`config.mk`:
```
export PLATFORM = sky130hd
export DESIGN_NAME = pin_entry_ctrl
export DESIGN_NICKNAME = d
export VERILOG_FILES = /design/src/rtl/pin_entry_ctrl.sv
export SDC_FILE = /design/constraint.sdc
export NUM_CORES = 1
export LEC_CHECK = 0
export BUFFER_PORTS_ARGS = -buffer_cell sky130_fd_sc_hd__buf_2
export CAP_MARGIN = 20
export CORE_AREA = 3 3 101 83
export DETAILED_ROUTE_END_ITERATION = 10
export DIE_AREA = 0 0 104 86
export GPL_ROUTABILITY_DRIVEN = 0
export MAX_ROUTING_LAYER = met4
export PLACE_DENSITY_LB_ADDON = 0.12
export SETUP_SLACK_MARGIN = 0.02
export SYNTH_ARGS = -nofsm -noshare
export SYNTH_HDL_FRONTEND = slang
export SYNTH_SLANG_ARGS = --single-unit
```
`constraint.sdc`:
```
create_clock -name clk -period 3.5 [get_ports clk]
set_input_delay 0.7 -clock clk [delete_from_list [all_inputs] [get_ports clk]]
set_output_delay 0.7 -clock clk [all_outputs]
set_load 0.05 [all_outputs]
```
`src/rtl/pin_entry_ctrl.sv`:
```
// pin_entry_ctrl: card/PIN entry sequencer with retry limit, inactivity timeout and card retention
module pin_entry_ctrl #(
  parameter int MAX_TRIES = 3,
  parameter int TIMEOUT_CYCLES = 1000
) (
  input  logic        clk,
  input  logic        rst,
  input  logic        card_in,
  input  logic [3:0]  card_acc_num,
  input  logic        digit_valid,
  input  logic [3:0]  digit,
  input  logic        enter,
  input  logic        clear,
  input  logic        cancel,
  input  logic        session_end,
  input  logic        acc_found_stat,
  input  logic        acc_auth_stat,
  output logic [3:0]  acc_num,
  output logic [15:0] pin,
  output logic [2:0]  digit_cnt,
  output logic [1:0]  tries_left,
  output logic        auth_ok,
  output logic        auth_fail,
  output logic        acc_unknown,
  output logic        session_active,
  output logic        card_eject,
  output logic        card_retained
);
  localparam int TW = TIMEOUT_CYCLES > 1 ? $clog2(TIMEOUT_CYCLES) : 1;
  typedef enum logic [2:0] {IDLE, ENTRY, CHECK, GRANTED, LOCKED} state_t;
  state_t state, state_n;
  logic [3:0] acc_num_n;
  logic [15:0] pin_n;
  logic [2:0] digit_cnt_n;
  logic [1:0] tries_n;
  logic [TW-1:0] timer, timer_n;
  logic auth_ok_n, auth_fail_n, acc_unknown_n, card_eject_n, card_retained_n;
  logic [16:0] pin_mac;
  logic digit_ok;
  assign pin_mac = 17'(pin) * 17'd10 + 17'(digit);
  assign digit_ok = digit_valid && digit <= 4'd9 && digit_cnt < 3'd4;
  always_comb begin
    state_n = state;
    acc_num_n = acc_num;
    pin_n = pin;
    digit_cnt_n = digit_cnt;
    tries_n = tries_left;
    timer_n = '0;
    auth_ok_n = 1'b0;
    auth_fail_n = 1'b0;
    acc_unknown_n = 1'b0;
    card_eject_n = 1'b0;
    card_retained_n = card_retained;
    case (state)
      IDLE: if (card_in) begin
        state_n = ENTRY;
        acc_num_n = card_acc_num;
        pin_n = '0;
        digit_cnt_n = '0;
        tries_n = 2'(MAX_TRIES);
      end
      ENTRY: if (cancel || (!clear && !enter && !digit_ok && timer == TW'(TIMEOUT_CYCLES - 1))) begin
        state_n = IDLE;
        card_eject_n = 1'b1;
        pin_n = '0;
        digit_cnt_n = '0;
      end else if (clear) begin
        pin_n = '0;
        digit_cnt_n = '0;
      end else if (enter) begin
        state_n = digit_cnt == 3'd4 ? CHECK : ENTRY;
      end else if (digit_ok) begin
        pin_n = pin_mac[15:0];
        digit_cnt_n = digit_cnt + 3'd1;
      end else begin
        timer_n = timer + 1'b1;
      end
      CHECK: if (!acc_found_stat) begin
        state_n = IDLE;
        acc_unknown_n = 1'b1;
        card_eject_n = 1'b1;
        pin_n = '0;
        digit_cnt_n = '0;
      end else if (acc_auth_stat) begin
        state_n = GRANTED;
        auth_ok_n = 1'b1;
      end else begin
        tries_n = tries_left - 2'd1;
        pin_n = '0;
        digit_cnt_n = '0;
        state_n = tries_left == 2'd1 ? LOCKED : ENTRY;
        auth_fail_n = tries_left != 2'd1;
        card_retained_n = tries_left == 2'd1;
      end
      GRANTED: if (session_end || cancel) begin
        state_n = IDLE;
        card_eject_n = 1'b1;
        pin_n = '0;
        digit_cnt_n = '0;
      end
      LOCKED: state_n = LOCKED;
      default: state_n = IDLE;
    endcase
  end
  always_ff @(posedge clk) begin
    if (rst) begin
      state <= IDLE;
      acc_num <= '0;
      pin <= '0;
      digit_cnt <= '0;
      tries_left <= '0;
      timer <= '0;
      auth_ok <= 1'b0;
      auth_fail <= 1'b0;
      acc_unknown <= 1'b0;
      session_active <= 1'b0;
      card_eject <= 1'b0;
      card_retained <= 1'b0;
    end else begin
      state <= state_n;
      acc_num <= acc_num_n;
      pin <= pin_n;
      digit_cnt <= digit_cnt_n;
      tries_left <= tries_n;
      timer <= timer_n;
      auth_ok <= auth_ok_n;
      auth_fail <= auth_fail_n;
      acc_unknown <= acc_unknown_n;
      session_active <= state_n == GRANTED;
      card_eject <= card_eject_n;
      card_retained <= card_retained_n;
    end
  end
endmodule

```
==> impl_metrics.toml <==
[synthesis]
synth-seq-cells = 44
syn_area_per_cell_um2 = 8.57
syn-num-nets = 395
synth_edf_count = 0
synthesis.instances = 345
muxShareOfSynthArea_pct = 3.09
synth_compound_area_share_pct = 17.6
synth_flop_cell = "dfxtp_1"
synthSimpleGateAreaFrac_pct = 22.8
yosys.area_share.xor_xnor_pct = 8.76
ys.warnings.count = 0
seq_area_frac_synth_pct = 29.8
async_flop_share_pct = 0
ys_types = 55
synth_top_family_by_area = "simple AND/OR/NAND/NOR gates"
mappedNetlistArea_um2 = 2960
synthAdderAreaFrac_pct = 14.0

[cells_and_area]
nNetsFinal = 440
final_common_cell = "nor2_1"
n_antenna_cell = 0
fillers = 786
drive_gt1_share_pct = 17.9
layout_common_cells = "53 x nor2_1, 48 x buf_2, 44 x dfxtp_1"
area_delta_synth_final_pct = 15.7
final_cell_area_um2 = 3420

[timing]
clock_skew_ns = 0.00971
period_share_pct = 92.1
setup_viol = 0
maxSlewViolCount = 0
max_slew.worst_pin.slew_ns = 0.667
hold_violations = 0
rsz0062_at_grt = "no"
slew_headroom_pct = 55.5
fin_crit_ns = 3.23
fmax_ghz = 0.310
tns_ns = 0

[cts]
cts_buffer_depth = 2
cts_buffers = 5
postCtsSetupBuffers = 0
htreeDepth = 2
cts_resized = 0
ctsHoldBuffers = 0
cts_tree = "built"
cts.clk_slew.worst_paths_ns = 0.09
clk_root_buffer_cell = "clkbuf_8"
clock-sinks = 44
clk-insertion-delay-late_ns = 0.29

[floorplan]
io_pins = 49
die_w_um = 104
die_area_um2 = 8940
initial_core_util_pct = 39.8
die_y_um = 86
num_rows = 28
core_area_um2 = 7430

[min_path]
hold_class = "reg -> reg"

[global_routing]
grt_pass1_vias = 2500
overflow = 0
grt_max_degree = 36
grt_pass1_wl_um = 11900
antenna_found_initial = 0
gr-usage-all-layers_pct = 16.5

[outcome]
outcome = "complete, no violations"

[setup_path]
path_common_cell = "ha_1"
crit_path_start_kind = "flip-flop"
endpoint_kind = "flip-flop"
r2r_start = "pin[1]$_SDFFE_PP0P_"
crit_start = "pin[1]$_SDFFE_PP0P_"
reg2regPathDepth = 10
crit_required_ns = 3.72
crit_fanout = 5
max_stage_delay_ns = 0.49
arrival_ns = 3.45
crit_type = "reg -> reg"
cp_cell_sequence = "ha_1 -> ha_1 -> fa_1 -> xnor2_1 -> nand4b_1 -> nor3_1 -> o211ai_2 -> a2111oi_2 -> xnor3_1 -> o2bb2ai_1"
r2r-end = "pin[15]$_SDFFE_PP0P_"
cp_slowest_cell = "fa_1"
regToRegSetupSlack_ns = 0.27
critPathCapture = "pin[15]$_SDFFE_PP0P_"

[route]
drtIter0Drc = 117
wl_um = 6890
route.detailed.wl_per_inst_um = 13.9
ant_nets = 0
via_count = 2589
via_per_inst = 5.22
drc = 0
drtPass1Iterations = 4

[placement]
io_buffers = 48
hpwl_um = 5220
dpl-instance-area_um2 = 3290

[pwr]
ir_drop_mv = 0.162
powerDensity_nw_per_um2 = 296
power_leakage_nw = 1.53

[run]
drv_cap = 0
state kept, by name, indices dropped and copies added (netlist names):
register	count
acc_num	4
timer	10
pin	16
digit_cnt	3
acc_unknown	1
card_retained	1
auth_fail	1
card_eject	1
tries_left	2
auth_ok	1
state	3
session_active	1
stage by stage:
stage | power [mW] | utilization, % | instances | worst slack (ns) | hold slack (ns)
floorplan | 0.580 | - | 345 | 0.174 | 0.430
global placement | 0.610 | 44.3 | 488 | 0.355 | 0.448
detailed placement | 0.610 | 44.3 | 488 | 0.272 | 0.453
CTS | 1.04 | 45.9 | 496 | 0.202 | 0.476
global route | 1.06 | 46.1 | 496 | 0.0229 | 0.508
finish | 1.01 | 46.1 | 496 | 0.275 | 0.474
area by class of cell:
cell class / instances / area (µm²) / share of cell area (%)
Clock buffer: 6 / 82.6 / 2.41
Inverter: 14 / 52.6 / 1.54
Timing Repair Buffer: 51 / 263 / 7.68
Multi-Input combinational cell: 274 / 1970 / 57.7
Tap cell: 105 / 131 / 3.84
Clock inverter: 2 / 38.8 / 1.13
Sequential cell: 44 / 881 / 25.7
critical path: cells and delay by family, from the launching register on:
kind	cells	cell delay, ns
fa+ha+maj	3	1.01
xor+xnor	2	0.45
simple gates	2	0.58
compound gates	3	0.65
flops	1	0.45
cell usage after synthesis (2+ instances only):
master | instances | area [µm²]
nand2_1 | 13 | 48.8
nand3b_1 | 3 | 22.5
o21bai_1 | 2 | 15.0
a211oi_1 | 3 | 22.5
nand2b_1 | 5 | 31.3
o21ai_0 | 12 | 60.1
mux2i_1 | 8 | 80.1
and3b_1 | 2 | 17.5
or2_2 | 2 | 12.5
or4_1 | 2 | 15.0
o21a_1 | 3 | 22.5
inv_1 | 14 | 52.6
nor4_1 | 4 | 25.0
nand3_1 | 8 | 40.0
buf_2 | 7 | 35.0
o22ai_1 | 2 | 12.5
nor3b_1 | 2 | 15.0
ha_1 | 30 | 375
nor4bb_1 | 2 | 20.0
a21oi_1 | 13 | 65.1
and3_1 | 4 | 25.0
nor2_1 | 53 | 199
or3_1 | 2 | 12.5
xor2_1 | 11 | 96.3
nand4_1 | 5 | 31.3
a22oi_1 | 15 | 113
o211ai_1 | 4 | 30.0
fa_1 | 2 | 40.0
nor2b_1 | 5 | 31.3
clkbuf_1 | 4 | 15.0
a21o_1 | 6 | 45.0
dfxtp_1 | 44 | 881
o2bb2ai_1 | 2 | 17.5
nor3_1 | 14 | 70.1
o211ai_2 | 2 | 25.0
xnor2_1 | 16 | 140
cell families (layout without fill, tap and decap cells):
group | Yosys count | in the layout
AND/OR/NAND/NOR | 131 | 131
AO/OA/AOI/OAI | 74 | 74
flip-flops | 44 | 44
adder cells (fa/ha/maj) | 32 | 32
XOR/XNOR | 28 | 28
buffers and inverters | 27 | 73
multiplexers | 9 | 9
metal layers:
metal / GRT usage [%] / vias up / wire length (µm)
li1: - / 1342 / -
met1: 23.6 / 1172 / 3720
met2: 23.4 / 69 / 2760
met3: 3.39 / 6 / 344
met4: 4.59 / 0 / 70
met5: - / - / 0
power by group:
| part | leakage (nW) | switching (mW) | internal [mW] |
|---|---|---|---|
| Combinational | 1.11 | 0.0590 | 0.0279 |
| Clock | 0.0614 | 0.183 | 0.234 |
| Sequential | 0.356 | 0.00439 | 0.506 |
worst min-delay path by stage:
stage,from,end,slack [ns],cells after the start
CTS,timer[0]$_SDFF_PP0_,timer[0]$_SDFF_PP0_,0.48,1
detailed placement,timer[0]$_SDFF_PP0_,timer[0]$_SDFF_PP0_,0.45,1
finish,timer[0]$_SDFF_PP0_,timer[0]$_SDFF_PP0_,0.47,1
floorplan,timer[0]$_SDFF_PP0_,timer[0]$_SDFF_PP0_,0.43,1
global placement,timer[0]$_SDFF_PP0_,timer[0]$_SDFF_PP0_,0.45,1
global route,pin[15]$_SDFFE_PP0P_,pin[15]$_SDFFE_PP0P_,0.51,1
(Power assumes the default switching activity.)
